--- config.mk ---
export PLATFORM = sky130hd
export DESIGN_NAME = inst_trace_uart
export DESIGN_NICKNAME = d
export VERILOG_FILES = /design/src/rtl/trace_pkg.sv /design/src/rtl/uart_tx_byte.sv /design/src/rtl/inst_trace_uart.sv
export SDC_FILE = /design/constraint.sdc
export NUM_CORES = 1
export LEC_CHECK = 0
export CAP_MARGIN = 20
export CORE_MARGIN = 1.5
export CORE_UTILIZATION = 35
export CTS_CLUSTER_SIZE = 30
export DETAILED_ROUTE_END_ITERATION = 8
export PLACE_DENSITY_LB_ADDON = 0.3
export RECOVER_POWER = 25
export SKIP_LAST_GASP = 1
export SLEW_MARGIN = 20
export SYNTH_ARGS = -nofsm -noshare
export SYNTH_HDL_FRONTEND = slang
export SYNTH_SLANG_ARGS = --single-unit
export TNS_END_PERCENT = 1
--- constraint.sdc ---
create_clock -name clk -period 7.71 [get_ports clk]
set_input_delay 1.542 -clock clk [delete_from_list [all_inputs] [get_ports clk]]
set_output_delay 1.542 -clock clk [all_outputs]
set_load 0.02 [all_outputs]
--- src/rtl/trace_pkg.sv ---
// Shared definitions for the instruction-trace UART: ASCII constants,
// hex digit conversion and the line FSM state encoding.
package trace_pkg;

  localparam logic [7:0] CR    = 8'h0D;
  localparam logic [7:0] LF    = 8'h0A;
  localparam logic [7:0] SPACE = 8'h20;
  localparam logic [7:0] COLON = 8'h3A;

  typedef enum logic [1:0] {
    IDLE = 2'd0,
    LOAD = 2'd1,
    SEND = 2'd2,
    DONE = 2'd3
  } line_state_t;

  // 0-9 -> '0'-'9', 10-15 -> 'A'-'F' (0x37 = 'A' - 10)
  function automatic logic [7:0] hex_char(input logic [3:0] nib);
    if (nib < 4'd10) return 8'h30 + {4'h0, nib};
    else             return 8'h37 + {4'h0, nib};
  endfunction

endpackage

--- src/rtl/uart_tx_byte.sv ---
// 8N1 byte serializer. Each bit is held for DIV clocks using a down-counting
// baud timer; done pulses during the final clock of the stop bit so the
// caller can queue the next byte on the following edge.
module uart_tx_byte #(
  parameter int DIV = 868
) (
  input  logic       clk,
  input  logic       rst,
  input  logic [7:0] data,
  input  logic       start,
  output logic       txd,
  output logic       done
);

  localparam int CW = (DIV < 2) ? 1 : $clog2(DIV);
  localparam logic [CW-1:0] BAUD_LAST = CW'(DIV - 1);

  generate
    if (DIV < 2) begin : g_div_chk
      $error("uart_tx_byte: clock divider must be at least 2");
    end
  endgenerate

  logic          active;
  logic [CW-1:0] baud_cnt;
  logic [3:0]    bit_cnt;
  logic [7:0]    shreg;

  // bit_cnt 0 is the start bit, 1..8 data, 9 the stop bit
  assign done = active && (baud_cnt == '0) && (bit_cnt == 4'd9);

  // Frame sequencer: start bit on accept, then shift LSB first, then stop bit
  always_ff @(posedge clk) begin
    if (rst) begin
      active   <= 1'b0;
      baud_cnt <= '0;
      bit_cnt  <= '0;
      shreg    <= '0;
      txd      <= 1'b1;
    end else if (!active) begin
      if (start) begin
        active   <= 1'b1;
        baud_cnt <= BAUD_LAST;
        bit_cnt  <= '0;
        shreg    <= data;
        txd      <= 1'b0;
      end
    end else if (baud_cnt != '0) begin
      baud_cnt <= baud_cnt - CW'(1);
    end else if (bit_cnt == 4'd9) begin
      active <= 1'b0;
      txd    <= 1'b1;
    end else begin
      baud_cnt <= BAUD_LAST;
      bit_cnt  <= bit_cnt + 4'd1;
      txd      <= (bit_cnt == 4'd8) ? 1'b1 : shreg[0];
      shreg    <= {1'b0, shreg[7:1]};
    end
  end

endmodule

--- src/rtl/inst_trace_uart.sv ---
// Serial instruction trace: each accepted disassembly string is sent as one
// text line (optional PC prefix, string, CR LF) over an 8N1 UART.
// Optional feature macro: TRACE_PC_EN adds the pc port and an "XXXXXXXX: "
// hex prefix to every line.
//
// state | meaning
// IDLE  | ready for a new line
// LOAD  | hand current character to the serializer
// SEND  | wait for the character frame to finish
// DONE  | one-cycle line completion
module inst_trace_uart
  import trace_pkg::*;
#(
  parameter int CLK_HZ  = 100_000_000,
  parameter int BAUD    = 115200,
  parameter int STR_LEN = 19
) (
  input  logic                 clk,
  input  logic                 rst,
  input  logic [STR_LEN*8-1:0] inst_str,
`ifdef TRACE_PC_EN
  input  logic [31:0]          pc,
`endif
  input  logic                 in_valid,
  output logic                 in_ready,
  output logic                 txd,
  output logic                 busy
);

  localparam int DIV = CLK_HZ / BAUD;
`ifdef TRACE_PC_EN
  localparam int PFX_LEN = 10;
`else
  localparam int PFX_LEN = 0;
`endif
  localparam int LINE_LEN = PFX_LEN + STR_LEN + 2;
  localparam int IW = $clog2(LINE_LEN + 1);

  line_state_t          state, state_nx;
  logic [IW-1:0]        idx;
  logic [STR_LEN*8-1:0] str_buf;
`ifdef TRACE_PC_EN
  logic [31:0]          pc_buf;
`endif
  logic [7:0]           char_sel;
  logic [7:0]           str_byte;
  int                   pos;
  logic                 ser_start;
  logic                 ser_done;

  assign in_ready = (state == IDLE);
  assign busy     = (state != IDLE);

  // State register, line buffer capture and character index
  always_ff @(posedge clk) begin
    if (rst) begin
      state   <= IDLE;
      idx     <= '0;
      str_buf <= '0;
`ifdef TRACE_PC_EN
      pc_buf  <= '0;
`endif
    end else begin
      state <= state_nx;
      if (state == IDLE && in_valid) begin
        idx     <= '0;
        str_buf <= inst_str;
`ifdef TRACE_PC_EN
        pc_buf  <= pc;
`endif
      end else if (state == SEND && ser_done) begin
        idx <= idx + IW'(1);
      end
    end
  end

  // Line sequencing: one LOAD/SEND pair per character, then DONE
  always_comb begin
    state_nx  = state;
    ser_start = 1'b0;
    case (state)
      IDLE: if (in_valid) state_nx = LOAD;
      LOAD: begin
        ser_start = 1'b1;
        state_nx  = SEND;
      end
      SEND: if (ser_done) state_nx = (idx == IW'(LINE_LEN - 1)) ? DONE : LOAD;
      DONE: state_nx = IDLE;
      default: state_nx = IDLE;
    endcase
  end

  // Character at the current index: prefix, string (NUL shown as space), CR, LF
  always_comb begin
    char_sel = LF;
    str_byte = '0;
    pos      = int'(idx) - PFX_LEN;
`ifdef TRACE_PC_EN
    if (idx < IW'(8)) begin
      char_sel = hex_char(pc_buf[(7 - int'(idx))*4 +: 4]);
    end else if (idx == IW'(8)) begin
      char_sel = COLON;
    end else if (idx == IW'(9)) begin
      char_sel = SPACE;
    end else
`endif
    if (pos >= 0 && pos < STR_LEN) begin
      str_byte = 8'(str_buf >> ((STR_LEN - 1 - pos) * 8));
      char_sel = (str_byte == 8'h00) ? SPACE : str_byte;
    end else if (pos == STR_LEN) begin
      char_sel = CR;
    end
  end

  uart_tx_byte #(.DIV(DIV)) u_tx (
    .clk   (clk),
    .rst   (rst),
    .data  (char_sel),
    .start (ser_start),
    .txd   (txd),
    .done  (ser_done)
  );

endmodule

[After elaboration in Yosys (flattened, before gate mapping)]
Index checks and enable logic that the tools add are counted.
W data, S select, Z words.
Word-level totals
  bits in registers: 183
  bits in latches: 0
  RAM bits: 0
  ROM bits: 0
  output and inout bits: 3
  word-level logic and storage cells: 72
  memories: 0
Operators by class
  add/sub/neg operators: 4
  multipliers: 0
  divide/modulo/power cells: 0
  order comparisons: 2
  eq/ne operators: 12
  shift operators: 1
  multiplexer cells: 29
  bitwise logic cells: 0
  reductions and logical operators: 16
Operator list (number)
  $shr A152 B32 Y8: 1
  $mux W8: 6
  $mux W10: 4
  $mux W4: 4
  $eq A5 B5 Y1 const B: 2
  $logic_not A10 Y1: 1
  $mux W1: 10
  $reduce_bool A10 Y1: 1
  $sub A10 B1 Y10 const B: 1
  $eq A4 B4 Y1 const B: 2
  $logic_not A8 Y1: 1
  $ne A2 B2 Y1 const B: 4
  $pmux W2 S4: 1
  $mux W2: 3
  $reduce_and A2 Y1: 3
  $sub A5 B5 Y6 const A: 1
  $add A5 B1 Y5 const B: 1
  $ge A5 B1 Y1 const B: 1
  $logic_and A1 B1 Y1: 5
  $lt A5 B5 Y1 const B: 1
  $add A4 B1 Y4 const B: 1
  $eq A2 B2 Y1 const B: 2
  $reduce_bool A2 Y1: 2
  $mux W3: 1
  other kinds (5): 5

[Logic depth before layout (Yosys ltp)]
  depth after elaboration: 7
  depth in mapped cells: 14

[Cells and area by module]
Synthesis repeated with hierarchy kept, for this count alone.
Second synthesis, totals
  cells, all modules: 998
  area total of the unflattened synthesis: 8420.6 um^2
Modules (own cells, without submodules)
  inst_trace_uart: times used 1, cells an instance 853, area each 7091.8 um^2, sequential area each 3183.1 um^2
  uart_tx_byte: times used 1, cells an instance 145, area each 1328.8 um^2, sequential area each 480.5 um^2

[Worst setup path before layout]
OpenSTA, ideal clock, no wires.
  path kind: reg2reg
  start: register idx[0]
  end: register u_tx.shreg[6]
  library setup time: 0.079 ns
  arrival: 2.871 ns
  path slack: 4.760 ns
  stages on the path, launching flop included: 15
  path buffers: 6
  period minus slack after synthesis: 2.950 ns
  cell sequence: dfxtp_1 > buf_6 > buf_6 > buf_2 > inv_1 > ha_1 > buf_2 > buf_4 > buf_4 > mux2i_1 > o2bb2ai_1 > o21ai_0 > a221o_2 > or2_1 > a211oi_2
Between the ends
  cells in the longest elaborated chain, start to end: 7
Ends and longest elaborated chain
  from (decl): line inst_trace_uart.sv:40  | logic [IW-1:0] idx;
  from (signal assigned): line inst_trace_uart.sv:72  | idx <= idx + IW'(1);
  $sub A5 B5 Y6: line inst_trace_uart.sv:108  | str_byte = 8'(str_buf >> ((STR_LEN - 1 - pos) * 8));
  $shr A152 B32 Y8: line inst_trace_uart.sv:108
  $logic_not A8 Y1: line inst_trace_uart.sv:109  | char_sel = (str_byte == 8'h00) ? SPACE : str_byte;
  $mux W8: line inst_trace_uart.sv:109
  $mux W8 (*): line inst_trace_uart.sv:107  | if (pos >= 0 && pos < STR_LEN) begin
  $mux W8 (*): line uart_tx_byte.sv:41  | if (start) begin
  $mux W8 (*): line uart_tx_byte.sv:40  | end else if (!active) begin
  to (signal assigned): line uart_tx_byte.sv:45  | shreg <= data;
  to (signal assigned): line uart_tx_byte.sv:57  | shreg <= {1'b0, shreg[7:1]};
  to (decl): line uart_tx_byte.sv:27  | logic [7:0] shreg;
Every way passes the cells marked *; elsewhere a longest branch is shown, timed or not. The select of a mux whose other input is x is not followed.
A chain may end at the register's enable or synchronous reset.

[Final worst setup path]
  start: input rst
  end: register idx[0]
Between the ends
  cells in the longest elaborated chain, start to end: 1
Ends and longest elaborated chain
  from (decl): line inst_trace_uart.sv:19  | input logic rst,
  $reduce_or A2 Y1 (no source line)
Every way passes these cells.

==> qor.log <==
qor: status.result_of_the_run finished with violations
qor: status.failing_checks max-capacitance violations, max-slew violations
qor: clock_network.clockRootBuffer sky130_fd_sc_hd__clkbuf_16
qor: logic_synthesis.synth-warning-count 0
qor: run.cap_violations 1
qor: worst_setup_path.ff2ff_setup_slack 4.35 ns
qor: floorplanning.dieArea 0.02451 sq mm
qor: min_path.worst_hold_path_type flop to flop
qor: timing.setup_total_negative_slack 0 ns
qor: detailed_routing.vias_per_cell 4.913
qor: timing.grt_setup_unrepaired false
qor: timing.slew-limit-headroom -137.7%
qor: min_path.count_of_cells_along_the_worst_hold_path 2
qor: power_and_ir_drop.clockPowerShare 38.3%
qor: detailed_routing.drtPass1Iterations 5
qor: floorplanning.placementRows 56
qor: clock_network.postCtsSetupBuffers 0
qor: power_and_ir_drop.cellLeakagePower 3.712 nW
qor: clock_network.cts-buffers-inserted 17
qor: worst_setup_path.critical_path_buf_inv_count 3
qor: power_and_ir_drop.vdd.ir_drop.worst 0.1353 mV
qor: clock_network.clock_insertion_delay_worst_skew 0.43 ns
qor: clock_network.cts.sinks 183
qor: timing.shortest_clock_period_the_worst_path_allows_after_layout 4.932 ns
qor: global_routing.grt_first_pass_wirelength 34200 microns
qor: worst_setup_path.crit_family buffers and inverters
qor: floorplanning.die_w 156.6 microns
qor: logic_synthesis.synthFlopType sky130_fd_sc_hd__dfxtp_1
qor: min_path.min-delay-start str_buf[37]
qor: clock_network.ctsHtreeMaxLevel 4
qor: power_and_ir_drop.power_frac_comb 14.7%
qor: floorplanning.core_area 0.02333 sq mm
qor: global_routing.grt_pass1_vias 6503
qor: timing.pins_over_their_slew_limit 81
qor: detailed_routing.via_count 6952
qor: power_and_ir_drop.register_share_of_total_power 47.0%
qor: place.placedInstanceArea 0.009935 sq mm
qor: global_routing.grt_usage 17.95%
qor: detailed_routing.drcViolationCount 0
qor: clock_network.cts_hold_buf 0
qor: place.dp_hpwl 14600 microns
qor: timing.timing.final.setup_violations 0
qor: place.gpl.final_weighted_congestion 0.8506
qor: logic_synthesis.synth_fp_nets 1136
qor: finish.area_delta_synth_final 27.82%
qor: detailed_routing.drt-wirelength-per-cell 15.31 microns
qor: timing.finClkSkew 0.006083 ns
qor: logic_synthesis.synth-edff-count 0
qor: worst_setup_path.cp_data_required_time 7.98 ns
qor: finish.post_route_cells_drive_above_1_share 9.041%
qor: timing.final-hold-violation-count 0
qor: logic_synthesis.async_flop_share 0%
qor: clock_network.tritoncts built
qor: finish.finish.instance_area 0.01055 sq mm
qor: worst_setup_path.critical_path.cell_chain clkbuf_1 -> buf_4 -> buf_16 -> nor3_1
qor: worst_setup_path.worst_setup_path_end_kind flop
qor: clock_network.post_cts_resize_count 0
qor: power_and_ir_drop.net_switching_power_of_the_design 0.5842 mW
qor: worst_setup_path.worstSetupPathType primary input to flop
qor: logic_synthesis.yosys_register_bits 183
qor: worst_setup_path.critPathSlowestCell sky130_fd_sc_hd__clkbuf_1
qor: global_routing.maximum_number_of_pins_on_one_net_before_global_route_repair 105
qor: floorplanning.io-pin-count 158
qor: clock_network.clk_transition_reported_paths 0.07 ns
qor: floorplanning.die-height 156.6 microns
qor: logic_synthesis.synthesis.area 0.008253 sq mm
qor: power_and_ir_drop.totalPowerFinal 2.240 mW
qor: detailed_routing.aggregate_routed_wire_length 21670 microns
qor: global_routing.gr-total-overflow 0
qor: timing.worst_pin_slew 3.565 ns
qor: worst_setup_path.worstPathMaxFanout 80
qor: min_path.whs_endpoint str_buf[37]
qor: place.io_buffers 157
qor: worst_setup_path.crit_path_max_incr_delay 2.45 ns
qor: worst_setup_path.r2r.worst_path.cells 9
qor: power_and_ir_drop.power_density 212.3 mW/mm^2
qor: logic_synthesis.post_synth_inst_count 975
qor: finish.finish.net_count 1243
qor: logic_synthesis.synth.lib_cells_used.distinct 68
qor: power_and_ir_drop.p_int 1.656 mW
qor: detailed_routing.postRouteAntennaNets 0
qor: worst_setup_path.startpoint_type_of_the_worst_setup_path primary input
qor: worst_setup_path.cp.arrival 5.20 ns
qor: worst_setup_path.timing.rr.start idx[1]
qor: floorplanning.starting_density_of_the_core 35.37%
qor: logic_synthesis.yosysSeqAreaShare 44.39%
qor: global_routing.initial_antenna_violation_count 1
qor: timing.clock.fmax 202.8 MHz
qor: clock_network.cts-root-to-sink-buffers 2
qor: detailed_routing.drtIter0Drc 425
qor: worst_setup_path.rr_endpoint u_tx.shreg[2]
qor: power_and_ir_drop.power_switching_share 26.08%
qor: timing.fin_crit_sh 63.97%
qor: logic_synthesis.avgSynthCellArea 8.465 sq um
-- layout by cell type, fill, tap and decap left out, types with 3 or more instances in the layout --
cell type	instances
sky130_fd_sc_hd__nor2b_1	12
sky130_fd_sc_hd__clkbuf_16	17
sky130_fd_sc_hd__clkinvlp_4	5
sky130_fd_sc_hd__xor2_1	6
sky130_fd_sc_hd__clkinv_4	3
sky130_fd_sc_hd__o2bb2ai_1	6
sky130_fd_sc_hd__nand4_1	4
sky130_fd_sc_hd__nor4_1	3
sky130_fd_sc_hd__a31oi_1	4
sky130_fd_sc_hd__mux4_2	33
sky130_fd_sc_hd__dfxtp_1	182
sky130_fd_sc_hd__a221oi_1	6
sky130_fd_sc_hd__or2_1	3
sky130_fd_sc_hd__nand2_1	317
sky130_fd_sc_hd__mux2_2	3
sky130_fd_sc_hd__nor3_1	19
sky130_fd_sc_hd__a21oi_1	173
sky130_fd_sc_hd__nor2_1	18
sky130_fd_sc_hd__clkdlybuf4s50_1	155
sky130_fd_sc_hd__o21ai_0	10
sky130_fd_sc_hd__buf_4	6
sky130_fd_sc_hd__inv_1	13
sky130_fd_sc_hd__xnor2_1	8
sky130_fd_sc_hd__a221o_1	6
sky130_fd_sc_hd__ha_1	5
sky130_fd_sc_hd__mux2i_1	14
-- flip-flops by register name (all words and copies together) (netlist names) --
register       count
state              2
u_tx.bit_cnt       4
u_tx.txd           1
u_tx.active        1
str_buf          152
u_tx.shreg         8
idx                5
u_tx.baud_cnt     10
-- worst max path at each step --
stage	from	end	slack [ns]	depth (start not counted)
floorplan	idx[0]	u_tx.shreg[6]	4.76	14
finish	rst	idx[0]	2.78	4
detailed placement	in_valid	str_buf[132]	3.68	5
global placement	in_valid	str_buf[141]	3.73	5
global route	rst	idx[0]	2.39	4
CTS	in_valid	str_buf[136]	4.12	5
-- power by group through the flow --
stage | registers (mW) | logic [mW] | clock network, mW
final | 1.05 | 0.329 | 0.859
after global routing | 1.06 | 0.364 | 0.916
after CTS | 1.05 | 0.332 | 0.876
after detailed placement | 1.07 | 0.331 | 0
after global placement | 1.07 | 0.327 | 0
after floorplan | 1.06 | 0.199 | 0
-- layout make-up --
class	count	area, sq um
clock inverters	14	151.4
clock buffers	18	429.2
inverters	13	48.80
fillers	2313	12780
repair buffers	164	1638
flip-flops and latches	183	3667
well taps	319	399.1
multi-input cells	703	4213
diodes	1	2.502
-- cell usage after synthesis (2+ instances only) --
master	instances	area, sq um
sky130_fd_sc_hd__or2_2	2	12.51
sky130_fd_sc_hd__ha_1	6	75.07
sky130_fd_sc_hd__nand2_1	318	1194
sky130_fd_sc_hd__o21ai_0	10	50.05
sky130_fd_sc_hd__mux2_2	3	33.78
sky130_fd_sc_hd__a31oi_1	4	25.02
sky130_fd_sc_hd__buf_2	7	35.03
sky130_fd_sc_hd__a221oi_1	6	52.55
sky130_fd_sc_hd__xor2_1	7	61.31
sky130_fd_sc_hd__nand3_1	2	10.01
sky130_fd_sc_hd__or3_1	2	12.51
sky130_fd_sc_hd__a22oi_1	2	15.01
sky130_fd_sc_hd__and2_1	2	12.51
sky130_fd_sc_hd__buf_1	5	18.77
sky130_fd_sc_hd__a21oi_1	173	865.8
sky130_fd_sc_hd__a221o_1	6	60.06
sky130_fd_sc_hd__nor3_1	19	95.09
sky130_fd_sc_hd__or2_1	3	18.77
sky130_fd_sc_hd__a211oi_2	2	25.02
sky130_fd_sc_hd__o2bb2ai_1	6	52.55
sky130_fd_sc_hd__xnor2_1	8	70.07
sky130_fd_sc_hd__dfxtp_1	183	3664
sky130_fd_sc_hd__a221o_2	2	22.52
sky130_fd_sc_hd__buf_6	5	56.30
sky130_fd_sc_hd__nor2b_1	12	75.07
sky130_fd_sc_hd__a311oi_1	2	17.52
sky130_fd_sc_hd__clkbuf_1	55	206.5
sky130_fd_sc_hd__nor4_1	3	18.77
sky130_fd_sc_hd__inv_1	13	48.80
sky130_fd_sc_hd__mux2i_1	14	140.1
sky130_fd_sc_hd__mux4_2	33	743.2
sky130_fd_sc_hd__nor2_1	18	67.56
sky130_fd_sc_hd__nor3b_1	2	15.01
sky130_fd_sc_hd__nand4_1	4	25.02
sky130_fd_sc_hd__buf_4	3	22.52
-- per-stage QoR --
stage / worst slack [ns] / utilization (%) / std cells / hold WS (ns)
final: 2.778 / 45.21 / 1415 / 0.4527
after global routing: 2.393 / 45.21 / 1415 / 0.4689
after CTS: 4.115 / 45.07 / 1413 / 0.4535
after detailed placement: 3.677 / 42.58 / 1381 / 0.4441
after global placement: 3.732 / 42.58 / 1381 / 0.4390
after floorplan: 4.760 / - / 975 / 0.4319
-- worst reg2reg max path, stage by stage, from the launching register on --
cell	delay, ns
sky130_fd_sc_hd__dfxtp_1	0.58
sky130_fd_sc_hd__inv_1	0.09
sky130_fd_sc_hd__ha_2	0.62
sky130_fd_sc_hd__buf_4	0.50
sky130_fd_sc_hd__mux4_2	0.43
sky130_fd_sc_hd__nor2b_1	0.15
sky130_fd_sc_hd__a221oi_1	0.29
sky130_fd_sc_hd__a221o_1	0.21
sky130_fd_sc_hd__a221o_1	0.15
sky130_fd_sc_hd__a21oi_1	0.06
-- routing by layer --
metal / track usage [%] / wire length, microns
met1: 23.70 / 10000
met4: 6.213 / 343
met5: 0 / 0
met2: 29.57 / 10660
met3: 3.185 / 668
-- cell families after synthesis --
group	synth area share [%]
XOR/XNOR	1.592
AO/OA/AOI/OAI	16.31
buffers and inverters	4.942
multiplexers	11.28
flip-flops	44.39
AND/OR/NAND/NOR	20.57
adder cells (fa/ha/maj)	0.9096
No activity file was read; power rests on OpenSTA's default activity.
